`src/rtl/alu_cmd_sequencer_pkg.sv`:
```
// Shared types and constants for the ALU command sequencer: opcodes, FSM
// state encoding and the packed command record that travels through the FIFO.
package alu_seq_pkg;

    localparam int DATA_W = 32;

    localparam logic [2:0] OP_ADD  = 3'b000;
    localparam logic [2:0] OP_SUB  = 3'b001;
    localparam logic [2:0] OP_INC  = 3'b010;
    localparam logic [2:0] OP_DEC  = 3'b011;
    localparam logic [2:0] OP_PASS = 3'b100;
    localparam logic [2:0] OP_NOT  = 3'b101;
    localparam logic [2:0] OP_OR   = 3'b110;
    localparam logic [2:0] OP_AND  = 3'b111;

    typedef enum logic [1:0] {
        ST_IDLE = 2'd0,
        ST_EXEC = 2'd1,
        ST_RESP = 2'd2
    } seq_state_t;

    // 67-bit command record, laid out as {op, b, a}
    typedef struct packed {
        logic [2:0]        op;
        logic [DATA_W-1:0] b;
        logic [DATA_W-1:0] a;
    } cmd_t;

endpackage

```
`src/rtl/alu_cmd_sequencer_if.sv`:
```
// Command and response handshake bundle between the sequencer (slave) and
// whoever issues commands and consumes results (master).
interface alu_cmd_sequencer_if;
    import alu_seq_pkg::*;

    logic              cmd_valid;
    logic              cmd_ready;
    logic [DATA_W-1:0] cmd_a;
    logic [DATA_W-1:0] cmd_b;
    logic [2:0]        cmd_op;

    logic              rsp_valid;
    logic              rsp_ready;
    logic [DATA_W-1:0] rsp_result;
    logic [2:0]        rsp_op;
    logic              rsp_err;

    modport master (
        output cmd_valid, cmd_a, cmd_b, cmd_op, rsp_ready,
        input  cmd_ready, rsp_valid, rsp_result, rsp_op, rsp_err
    );

    modport slave (
        input  cmd_valid, cmd_a, cmd_b, cmd_op, rsp_ready,
        output cmd_ready, rsp_valid, rsp_result, rsp_op, rsp_err
    );

endinterface

```
`src/rtl/alu_cmd_sequencer_fifo.sv`:
```
// Show-ahead synchronous FIFO holding queued ALU commands; pushes while full
// and pops while empty are ignored.
module alu_cmd_fifo
    import alu_seq_pkg::*;
#(
    parameter int DEPTH = 4
) (
    input  logic                   clk,
    input  logic                   rst,
    input  logic                   push,
    input  logic                   pop,
    input  cmd_t                   wdata,
    output cmd_t                   rdata,
    output logic                   full,
    output logic                   empty,
    output logic [$clog2(DEPTH):0] count
);

    localparam int AW = $clog2(DEPTH);

    cmd_t          mem [DEPTH];
    logic [AW-1:0] wr_ptr;
    logic [AW-1:0] rd_ptr;
    logic          do_push;
    logic          do_pop;

    assign full    = (count == (AW+1)'(DEPTH));
    assign empty   = (count == '0);
    assign do_push = push && !full;
    assign do_pop  = pop && !empty;
    assign rdata   = mem[rd_ptr];

    always_ff @(posedge clk) begin
        if (do_push) begin
            mem[wr_ptr] <= wdata;
        end
    end

    // DEPTH is a power of two, so the pointers wrap on their own
    always_ff @(posedge clk or posedge rst) begin
        if (rst) begin
            wr_ptr <= '0;
            rd_ptr <= '0;
            count  <= '0;
        end else begin
            if (do_push) begin
                wr_ptr <= wr_ptr + AW'(1);
            end
            if (do_pop) begin
                rd_ptr <= rd_ptr + AW'(1);
            end
            case ({do_push, do_pop})
                2'b10:   count <= count + (AW+1)'(1);
                2'b01:   count <= count - (AW+1)'(1);
                default: count <= count;
            endcase
        end
    end

endmodule

```
`src/rtl/alu_cmd_sequencer.sv`:
```
// Issue stage for the 32-bit ALU: queues commands, drives the ALU one command
// at a time and returns each result (or an ack-timeout error) in order.
module alu_cmd_sequencer
    import alu_seq_pkg::*;
#(
    parameter int CMD_DEPTH = 4,
    parameter int TIMEOUT   = 8
) (
    input  logic                clk,
    input  logic                rst,
    alu_cmd_sequencer_if.slave  bus,
    output logic [DATA_W-1:0]   alu_a,
    output logic [DATA_W-1:0]   alu_b,
    output logic [2:0]          alu_opcode,
    output logic                alu_enable,
    input  logic [DATA_W-1:0]   alu_result,
    input  logic                alu_ack,
    output logic                busy
);

    localparam int CW = $clog2(TIMEOUT) + 1;
    localparam int QW = $clog2(CMD_DEPTH) + 1;

    seq_state_t        state, state_n;
    logic [CW-1:0]     wait_cnt, wait_n;
    logic [DATA_W-1:0] alu_a_n, alu_b_n;
    logic [2:0]        alu_opcode_n;
    logic              alu_enable_n;
    logic              rsp_valid_q, rsp_valid_n;
    logic [DATA_W-1:0] rsp_result_q, rsp_result_n;
    logic [2:0]        rsp_op_q, rsp_op_n;
    logic              rsp_err_q, rsp_err_n;
    logic              load_next;
    logic              fifo_pop;
    logic              fifo_full;
    logic              fifo_empty;
    logic [QW-1:0]     fifo_count;
    cmd_t              push_data;
    cmd_t              head;

    assign push_data = '{op: bus.cmd_op, b: bus.cmd_b, a: bus.cmd_a};

    alu_cmd_fifo #(.DEPTH(CMD_DEPTH)) u_fifo (
        .clk   (clk),
        .rst   (rst),
        .push  (bus.cmd_valid),
        .pop   (fifo_pop),
        .wdata (push_data),
        .rdata (head),
        .full  (fifo_full),
        .empty (fifo_empty),
        .count (fifo_count)
    );

    assign bus.cmd_ready  = !fifo_full;
    assign bus.rsp_valid  = rsp_valid_q;
    assign bus.rsp_result = rsp_result_q;
    assign bus.rsp_op     = rsp_op_q;
    assign bus.rsp_err    = rsp_err_q;
    assign busy           = (state != ST_IDLE) || (fifo_count != '0);

    always_comb begin
        state_n      = state;
        wait_n       = wait_cnt;
        alu_a_n      = alu_a;
        alu_b_n      = alu_b;
        alu_opcode_n = alu_opcode;
        alu_enable_n = alu_enable;
        rsp_valid_n  = rsp_valid_q;
        rsp_result_n = rsp_result_q;
        rsp_op_n     = rsp_op_q;
        rsp_err_n    = rsp_err_q;
        load_next    = 1'b0;
        fifo_pop     = 1'b0;

        case (state)
            ST_IDLE: begin
                load_next = !fifo_empty;
            end
            ST_EXEC: begin
                // alu_result is only looked at while enable is high and ack is seen
                if (alu_enable && alu_ack) begin
                    rsp_result_n = alu_result;
                    rsp_err_n    = 1'b0;
                end else if (wait_cnt == CW'(TIMEOUT - 1)) begin
                    rsp_result_n = '0;
                    rsp_err_n    = 1'b1;
                end else begin
                    wait_n = wait_cnt + CW'(1);
                end
                if ((alu_enable && alu_ack) || (wait_cnt == CW'(TIMEOUT - 1))) begin
                    rsp_op_n     = alu_opcode;
                    rsp_valid_n  = 1'b1;
                    alu_enable_n = 1'b0;
                    alu_a_n      = '0;
                    alu_b_n      = '0;
                    alu_opcode_n = '0;
                    state_n      = ST_RESP;
                end
            end
            ST_RESP: begin
                if (bus.rsp_ready) begin
                    rsp_valid_n = 1'b0;
                    load_next   = !fifo_empty;
                    if (fifo_empty) begin
                        state_n = ST_IDLE;
                    end
                end
            end
            default: begin
                state_n = ST_IDLE;
            end
        endcase

        // Shared by IDLE and RESP so a queued command issues without an idle gap
        if (load_next) begin
            fifo_pop     = 1'b1;
            alu_a_n      = head.a;
            alu_b_n      = head.b;
            alu_opcode_n = head.op;
            alu_enable_n = 1'b1;
            wait_n       = '0;
            state_n      = ST_EXEC;
        end
    end

    always_ff @(posedge clk or posedge rst) begin
        if (rst) begin
            state        <= ST_IDLE;
            wait_cnt     <= '0;
            alu_a        <= '0;
            alu_b        <= '0;
            alu_opcode   <= '0;
            alu_enable   <= 1'b0;
            rsp_valid_q  <= 1'b0;
            rsp_result_q <= '0;
            rsp_op_q     <= '0;
            rsp_err_q    <= 1'b0;
        end else begin
            state        <= state_n;
            wait_cnt     <= wait_n;
            alu_a        <= alu_a_n;
            alu_b        <= alu_b_n;
            alu_opcode   <= alu_opcode_n;
            alu_enable   <= alu_enable_n;
            rsp_valid_q  <= rsp_valid_n;
            rsp_result_q <= rsp_result_n;
            rsp_op_q     <= rsp_op_n;
            rsp_err_q    <= rsp_err_n;
        end
    end

endmodule

```
`src/flat_wrapper.sv`:
```
// flat-port wrapper written by rule: the top's interface ports become plain ports
module alu_cmd_sequencer_flat import alu_seq_pkg::*;
#(
    parameter int CMD_DEPTH = 4,
    parameter int TIMEOUT   = 8
)
  (clk, rst, alu_a, alu_b, alu_opcode, alu_enable, alu_result, alu_ack, busy, bus_cmd_valid, bus_cmd_a, bus_cmd_b, bus_cmd_op, bus_rsp_ready, bus_cmd_ready, bus_rsp_valid, bus_rsp_result, bus_rsp_op, bus_rsp_err);
  alu_cmd_sequencer_if bus_i ();
  input  logic clk;
  input  logic rst;
  output logic [DATA_W-1:0] alu_a;
  output logic [DATA_W-1:0] alu_b;
  output logic [2:0] alu_opcode;
  output logic alu_enable;
  input  logic [DATA_W-1:0] alu_result;
  input  logic alu_ack;
  output logic busy;
  input wire logic [$bits(bus_i.cmd_valid)-1:0] bus_cmd_valid;
  input wire logic [$bits(bus_i.cmd_a)-1:0] bus_cmd_a;
  input wire logic [$bits(bus_i.cmd_b)-1:0] bus_cmd_b;
  input wire logic [$bits(bus_i.cmd_op)-1:0] bus_cmd_op;
  input wire logic [$bits(bus_i.rsp_ready)-1:0] bus_rsp_ready;
  output wire logic [$bits(bus_i.cmd_ready)-1:0] bus_cmd_ready;
  output wire logic [$bits(bus_i.rsp_valid)-1:0] bus_rsp_valid;
  output wire logic [$bits(bus_i.rsp_result)-1:0] bus_rsp_result;
  output wire logic [$bits(bus_i.rsp_op)-1:0] bus_rsp_op;
  output wire logic [$bits(bus_i.rsp_err)-1:0] bus_rsp_err;
  assign bus_i.cmd_valid = bus_cmd_valid;
  assign bus_i.cmd_a = bus_cmd_a;
  assign bus_i.cmd_b = bus_cmd_b;
  assign bus_i.cmd_op = bus_cmd_op;
  assign bus_i.rsp_ready = bus_rsp_ready;
  assign bus_cmd_ready = bus_i.cmd_ready;
  assign bus_rsp_valid = bus_i.rsp_valid;
  assign bus_rsp_result = bus_i.rsp_result;
  assign bus_rsp_op = bus_i.rsp_op;
  assign bus_rsp_err = bus_i.rsp_err;
  alu_cmd_sequencer #(.CMD_DEPTH(CMD_DEPTH), .TIMEOUT(TIMEOUT)) u_core (.clk(clk), .rst(rst), .bus(bus_i), .alu_a(alu_a), .alu_b(alu_b), .alu_opcode(alu_opcode), .alu_enable(alu_enable), .alu_result(alu_result), .alu_ack(alu_ack), .busy(busy));
endmodule
```
`config.mk`:
```
export PLATFORM = sky130hd
export DESIGN_NAME = alu_cmd_sequencer_flat
export DESIGN_NICKNAME = d
export VERILOG_FILES = /design/src/rtl/alu_cmd_sequencer_pkg.sv /design/src/rtl/alu_cmd_sequencer_if.sv /design/src/rtl/alu_cmd_sequencer_fifo.sv /design/src/rtl/alu_cmd_sequencer.sv /design/src/flat_wrapper.sv
export SDC_FILE = /design/constraint.sdc
export NUM_CORES = 1
export LEC_CHECK = 0
export ABC_AREA = 1
export CAP_MARGIN = 20
export CORE_MARGIN = 3
export CORE_UTILIZATION = 54
export CTS_CLUSTER_DIAMETER = 200
export CTS_CLUSTER_SIZE = 40
export DETAILED_ROUTE_END_ITERATION = 8
export GPL_TIMING_DRIVEN = 0
export PLACE_DENSITY = 0.79
export SYNTH_ARGS = -nofsm -noshare
export SYNTH_HDL_FRONTEND = slang
export SYNTH_SLANG_ARGS = --single-unit
```
`constraint.sdc`:
```
create_clock -name clk -period 4.6 [get_ports clk]
set_input_delay 0.69 -clock clk [delete_from_list [all_inputs] [get_ports clk]]
set_output_delay 0.69 -clock clk [all_outputs]
set_load 0.02 [all_outputs]
```
# Word-level counts from Yosys, hierarchy flattened
# Memory sizes are Yosys's and may differ from the RTL's.
# Cells that the tools add are included.
# word_totals
register_bits	118
wordCells	87
mem_count	1
mem_bits_rw	268
out_inout_bits	107
in_bits	104
# classes
addsub	5
eq_ne	14
n_reduce_logical	22
muxes	32
# memory_table
name	depth	word_bits	read_ports	rd_clocked_by_memory_dff	wr	line_no	source
u_core.u_fifo.mem	4	67	1	0	1	alu_cmd_sequencer_fifo.sv:21	cmd_t mem [DEPTH];
# ops
operator	n
2-to-1 mux 32 bit	6
2-to-1 mux 4 bit	4
nonzero test 2 bit	6
2-to-1 mux 1 bit	11
2-to-1 mux 3 bit	3
2-to-1 mux 2 bit	4
inequality test 2 x 1 -> 1 bit (second input constant)	4
inequality test 3 x 1 -> 1 bit (second input constant)	2
case mux 2 bit (3 select lines)	1
case mux 3 bit (2 select lines)	1
AND reduction 2 bit	3
AND reduction 3 bit	2
adder 2 x 1 -> 2 bit (second input constant)	2
adder 4 x 1 -> 4 bit (second input constant)	1
equality test 2 x 1 -> 1 bit (second input constant)	2
equality test 2 bit (second input constant)	2
equality test 4 x 3 -> 1 bit (second input constant)	1
case mux 1 bit (2 select lines)	2
AND reduction 4 bit	1
adder 3 x 1 -> 3 bit (second input constant)	1
equality test 3 bit (second input constant)	1
logical AND 1 bit	3
zero test 3 bit	1
inequality test 3 x 2 -> 1 bit (second input constant)	1
other kinds (6)	8

# Longest topological paths before layout
# depth
word_depth	8
depth_mapped	12
ltp_nobuf	11

# Modules after synthesis
# From an unflattened synthesis, not the netlist that was laid out.
# unflattened
cells_unflattened	1341
hier_area_um2	15496.1
# modules_own_cells
mod	area_each_um2	seq_area_each_um2	cells_per_inst	instances
alu_cmd_fifo	11011.8	8222.9	844	1
alu_cmd_sequencer	4484.3	2777.7	497	1

# Worst setup path before layout
# Ideal clock, no wire load.
# synth_path
path_type	input -> register
from	input port bus_cmd_valid
to	memory u_core.u_fifo.mem[0][0] (netlist bit) (enable)
setup_time_ns	0.493
slack_ns	0.427
path_buffers	0
required_ns	4.107
cell_stages	2
arrival_ns	3.680
path_cell_list	nand2_1 nor2_1
# synth_via
elab_chain_len	3
# synth_rtl
element	line_no	source
start: declaration	flat_wrapper.sv:18	input wire logic [$bits(bus_i.cmd_valid)-1:0] bus_cmd_valid;
logical AND 1 bit	alu_cmd_sequencer_fifo.sv:29	assign do_push = push && !full;
2-to-1 mux 1 bit	alu_cmd_sequencer_fifo.sv:34	if (do_push) begin
2-to-1 mux 1 bit (not written as such)	alu_cmd_sequencer_fifo.sv:35	mem[wr_ptr] <= wdata;
end: declaration	alu_cmd_sequencer_fifo.sv:21	
# Every way passes these cells.

==> run metrics <==
status finished, final reports clean; switching part of the total power 39.76%; final hold vios 0; xor/xnor share of the synthesized area less than 1%; dpl ws roughly 1.1 ns; Worst Path Max Fanout 10; CTS Buffer Depth 3; Finished Cell Area 18020 um^2; crit start category input port; Reg clk slew, reported paths 0.13 ns; highest achievable clock rate 0.2814 GHz; Antenna Nets Post-Route 0; synthesized cell area around 15000 um^2; num ports about 210; Synth Area in Compound Gates 0.2691%; post-synth cell types 25; Tmin final ~3.6 ns; site row count 60; Max-Cap Viols 0; Synthesized Nets 1371; half-perimeter wire length after placement ~24 mm; post-synthesis sequential area ratio around three quarters; clk root buf clkbuf_16; router iterations before antenna repair 5; placed inst area around 18000 um^2; Critical Path RT 3.91 ns; setup violators final 0; drt total wl ~35 mm; Worst slew margin a little under two fifths; RSZ-0062 raised after global routing false; worst setup margin ~1.0 ns; post-synthesis mux area share 0%; internal power 7183 uW; Slew @ Worst Pin 0.9348 ns; switching power between 4000 and 5000 uW; VDD IR max 331.7 uV; R2R Setup Slk roughly 2.1 ns; largest family of logic cells by synthesized area simple AND/OR/NAND/NOR gates; clock skew 0.01514 ns; Ys Warns 0; Synth Area in Adders 0.6391%; fill count about 2000; Lkg Pwr 0.007211 uW; Die Wd 172.0 um; DRT iter0 DRCs 1103; share of layout cells above drive strength 1 5.197%; clock group share of total power 12.8%; mean area per synthesized cell 11.81 um^2; global-route wire length before repair 54.07 mm; Post-Route Utilization 66.69%; htree depth 1; CTS Buf Count 13; drt wl/cell between 15 and 20 um; Cells after Synth 1260; Pwr per Cell Area around 660 nW/um^2; hold slack 0.4874 ns; global route total overflow 0; CTS tree done; die area approximately 30000 um^2; post-CTS sizing 0; fin. max-slew vios 0; initial antenna violation count 3; Initial Utilization between 50% and 60%; Reg power frac 42.9%; Post-CTS Setup Bufs 0; hold crit path type reg -> reg; Residual DRC 0; vias in the first global route 10310; Placer Congestion 0.7597; register bit total from synthesis approximately 390; routed via count 10300; Clock Sinks 386; Worst-Skew Late Latency around 0.52 ns; largest net degree at the start of global routing 72; Core Footprint 27030 um^2; die height 172.0 um; Critical Path End Type primary output; register area 11000 um^2; combinational fraction of design power 44.3%; total track usage 23.57%; drt via density 5.590; Synth Area in Simple Gates 21.84%; Arr. time, crit path 2.86 ns; IO buf count 210; setup tns final 0 ns; hold buffers post-CTS 0; area growth from synthesis to layout 21.12%; fin crit share 77.25%; nets 1605; multi-input logic area around 3400 um^2; CP Class in -> out; n_diodes 0
## kinds of logic (layout without fill, tap and decap cells)
kind of cell | count (synthesis) | count (layout)
xor gates and xnor gates | 4 | 4
adders and majority gates | 7 | 7
AOI/OAI and AO/OA | 7 | 7
and+or+nand+nor | 757 | 757
DFF | 386 | 386
buffers and inverters | 99 | 340
## per-layer routing
| layer | global-route usage [%] | share of wire [%] | wire length [um] |
|---|---|---|---|
| met1 | 30.29 | 39 | 13700 |
| met2 | 41.37 | 50 | 17540 |
| met3 | 3.658 | 8.2 | 2897 |
| met4 | 7.914 | 3.0 | 1068 |
| met5 | 0 | 0.077 | 27 |
## per-stage QoR
stage | cells | total power, uW
global placement | 1811 | 10300
detailed placement | 1820 | 10500
floorplan | 1260 | 8240
global route | 1842 | 12680
finish | 1842 | 11920
CTS | 1842 | 12000
## state kept, by name (all words and copies together) (netlist names), 3 cells and up
| register | cells |
|---|---|
| u_core.u_fifo.mem | 268 |
| u_core.bus.rsp_op | 3 |
| u_core.alu_a | 32 |
| u_core.bus.rsp_result | 32 |
| u_core.alu_b | 32 |
| u_core.alu_opcode | 3 |
| u_core.u_fifo.count | 3 |
| u_core.wait_cnt | 4 |
## power groups by stage
stage          Clock (uW)  Sequential, uW  Combinational, uW
6_report             1520            5120               5290
5_1_grt              1670            5200               5810
4_1_cts              1550            5120               5330
3_5_place_dp            0            5190               5310
3_3_place_gp            0            5260               5040
2_1_floorplan           0            5700               2540
## critical path: stages
cell	delay [ns]
clkdlybuf4s50_1	0.51
inv_1	0.07
a21oi_1	0.15
nand2_2	0.22
buf_4	0.26
buf_2	0.21
nand3_1	0.10
clkdlybuf4s50_1	0.63
## synth_stat cells (all sizes together)
cell type | count | share of area, %
nor2 | 11 | 0.33
nand4 | 1 | 0.042
xor2 | 3 | 0.18
edfxtp | 268 | 54
clkinv | 1 | 0.025
or2 | 1 | 0.042
a21oi | 2 | 0.067
buf | 42 | 1.6
fa | 1 | 0.13
nand2 | 432 | 11
inv | 22 | 0.57
ha | 6 | 0.50
o31ai | 2 | 0.10
nand3 | 312 | 10
o21ai | 3 | 0.10
dfrtp | 118 | 20
xnor2 | 1 | 0.059
clkbuf | 34 | 0.86
## worst paths after layout
check	cells past startpoint	endpoint	from
min in group asynchronous	2	u_core.bus.rsp_result[16]$_DFFE_PP0P_	rst
min reg2reg	2	u_core.bus.rsp_result[21]$_DFFE_PP0P_	u_core.bus.rsp_result[21]$_DFFE_PP0P_
max reg2reg	11	u_core.u_fifo.count[2]$_DFFE_PP0P_	u_core.state[1]$_DFFE_PP0P_
min	2	u_core.bus.rsp_result[21]$_DFFE_PP0P_	u_core.bus.rsp_result[21]$_DFFE_PP0P_
max	8	busy	bus_rsp_ready
max in group asynchronous	3	u_core.alu_a[23]$_DFFE_PP0P_	rst
## cell usage in the layout, fill, tap and decap left out, types with 5 or more instances in the layout
| cell | netlist | routed |
|---|---|---|
| clkbuf_16 | 0 | 13 |
| nand2_1 | 430 | 430 |
| ha_1 | 6 | 6 |
| buf_4 | 6 | 6 |
| buf_12 | 0 | 6 |
| edfxtp_1 | 268 | 268 |
| inv_1 | 18 | 17 |
| dfrtp_1 | 118 | 118 |
| nand3_1 | 312 | 312 |
| buf_2 | 32 | 32 |
| clkbuf_1 | 34 | 41 |
| nor2_4 | 1 | 5 |
| clkdlybuf4s50_1 | 0 | 210 |
| nor2_1 | 10 | 6 |
## cell type report
type,count,share of cell area [%]
Sequential cell,386,61.04
Multi-Input combinational cell,775,19.14
Timing Repair Buffer,219,12.79
Tap cell,341,2.367
Buffer,76,2.055
Clock buffer,20,1.951
Inverter,23,0.5207
Clock inverter,2,0.1389
Note: power is estimated with default switching activity, not from simulation.
==> RTL change (config.mk and constraints unchanged) <==
`CMD_DEPTH` is set to 4 in 2 places; all go to 2.
--- a/src/rtl/alu_cmd_sequencer.sv
+++ b/src/rtl/alu_cmd_sequencer.sv
@@ -4,5 +4,5 @@
     import alu_seq_pkg::*;
 #(
-    parameter int CMD_DEPTH = 4,
+    parameter int CMD_DEPTH = 2,
     parameter int TIMEOUT   = 8
 ) (
--- a/src/flat_wrapper.sv
+++ b/src/flat_wrapper.sv
@@ -2,5 +2,5 @@
 module alu_cmd_sequencer_flat import alu_seq_pkg::*;
 #(
-    parameter int CMD_DEPTH = 4,
+    parameter int CMD_DEPTH = 2,
     parameter int TIMEOUT   = 8
 )
Behaviour: not the same (a bounded check fails within 4 cycles, from zero or initial values and one cycle with rst high).
==> RTL change against the original RTL <==
  * Sequential power shrank 32%
  * Power shrank 30%
  * Routed wire length shrank 39%
  * Maximum frequency grew 41%
  * Worst setup slack gained 1.0 ns
  * Highest routed layer unchanged
  * Synthesized area shrank 36%
  * Final area shrank 32%
  * Sequential cell count shrank 137
  * Critical path type is now flip-flop to output port
  * Core utilization grew 6.4 points
==> RTL change: results (changes against the original RTL) <==
** Finish
- Area taken by multi-input logic gates :: 0.002321 mm² (-33%)
- Clock Network Area Fraction :: 0.02567 (+0.004773)
- Number of non-clock buffers :: 261 (-12%)
- The data-path buffer share of cell area in the final layout is 0.2001 (+0.05165).
- Number of clock buffer instances in the layout :: 14 (-30%)
- Register cell area after layout :: 0.006902 mm² (-37%)
- The filler cell count was 1229 (-37%).
- The number of flip-flops under the largest register name was 134 (-50%).

** Worst setup path
- The worst register-to-register path ends at u_core.u_fifo.mem[1][42].
- Last element of the critical path :: bus_cmd_ready
- Slack of the worst reg-to-reg path :: 2.34 ns (+0.23 ns)
- The most critical setup path has its startpoint at u_core.u_fifo.count[0].
- The worst stage delay on the critical path is 0.55 ns (-0.08 ns).
- In this run the critical register-to-register path is launched from u_core.u_fifo.count[1].

** Synth
- Number of unique standard cell types used by synthesis :: 24 (-4.0%)
- The synthesized area per cell came to 10.95 µm² (-7.3%).
- Proportion of synthesized flip-flops having asynchronous set or reset :: 0.4618 (+0.1561)
- Leading cell types by count after synthesis :: nand2_1, edfxtp_1, dfrtp_1
- After synthesis, the cell types taking the most area are edfxtp_1, dfrtp_1, nand2_1, nand3_1, buf_2.

** Placement
- Placer congestion estimate :: 0.8612 (+13%)
- The total instance count after detailed placement is 1302 (-28%).
- DP Wirelength :: 15.36 mm (-35%)

** GRT
- The number of antenna violations at the first check in global routing came to 1 (-2).
- The number of global-route vias before repair was 6764 (-34%).
- Wire length of the first global-routing pass :: 34.94 mm (-35%)
- The total track usage came to 0.2231 (-0.01259).

** Power and ir drop
- Static leakage power :: 5.507 nW (-24%)

** Clocking
- CTS Sinks :: 249 (-35%)
- Worst-skew pair later-pin latency :: 0.48 ns (-0.04 ns)

** Status
- The flow ran to the end, and the final reports show no timing, DRC or antenna violations.

** STA
- The transition time at the pin with the least slew margin is 0.8469 ns (-0.08786 ns).

** Drt
- The wire length after detailed routing was 21.65 mm (-39%).
-- RTL change: worst min path at each step --
stage	from	endpoint	slack (ns)	cells past startpoint
final	u_core.bus.rsp_result[13]	u_core.bus.rsp_result[13]	0.49	2
after global routing	u_core.bus.rsp_result[18]	u_core.bus.rsp_result[18]	0.50	2
after CTS	u_core.bus.rsp_result[3]	u_core.bus.rsp_result[3]	0.49	2
after detailed placement	u_core.bus.rsp_result[27]	u_core.bus.rsp_result[27]	0.46	2
after global placement	u_core.bus.rsp_result[16]	u_core.bus.rsp_result[16]	0.45	2
after floorplan	u_core.state[0]	u_core.state[1]	0.48	1
-- RTL change: logic make-up (layout without fill, tap and decap cells) --
logic type                 Yosys count  after routing  share of synthesized area
AOI/OAI and AO/OA                    5              5                   0.002635
xor gates and xnor gates             4              4                   0.003690
adders and majority gates            2              2                   0.002635
buffers and inverters               58            288                    0.03031
DFF                                249            249                     0.7268
and+or+nand+nor                    549            549                     0.2339
-- RTL change: metrics by stage --
stage               setup TNS [ns]  power [W]  setup slack (ns)  hold slack, ns  instance area (µm²)
floorplan                        0   0.005648            0.5004          0.4780                 9495
finish                           0   0.008313             2.079          0.4868                12330
CTS                              0   0.008374             2.065          0.4917                12330
global route                     0   0.008865             2.007          0.5025                12330
detailed placement               0   0.007278             1.770          0.4589                12020
global placement           -313.44   0.007136            -1.574          0.4527                11870
-- RTL change: where the power goes --
group,total (W),internal [W],leakage [nW],switching [W]
registers,0.00348,0.00313,2.69,0.000352
clock network,0.00111,0.000456,0.151,0.000651
logic,0.00372,0.00148,2.66,0.00225
-- RTL change: routing by layer --
metal | global-route usage | share of wire
met5 | 0 | 0.00051
met4 | 0.05252 | 0.020
met1 | 0.2905 | 0.41
met3 | 0.05621 | 0.080
met2 | 0.3823 | 0.49
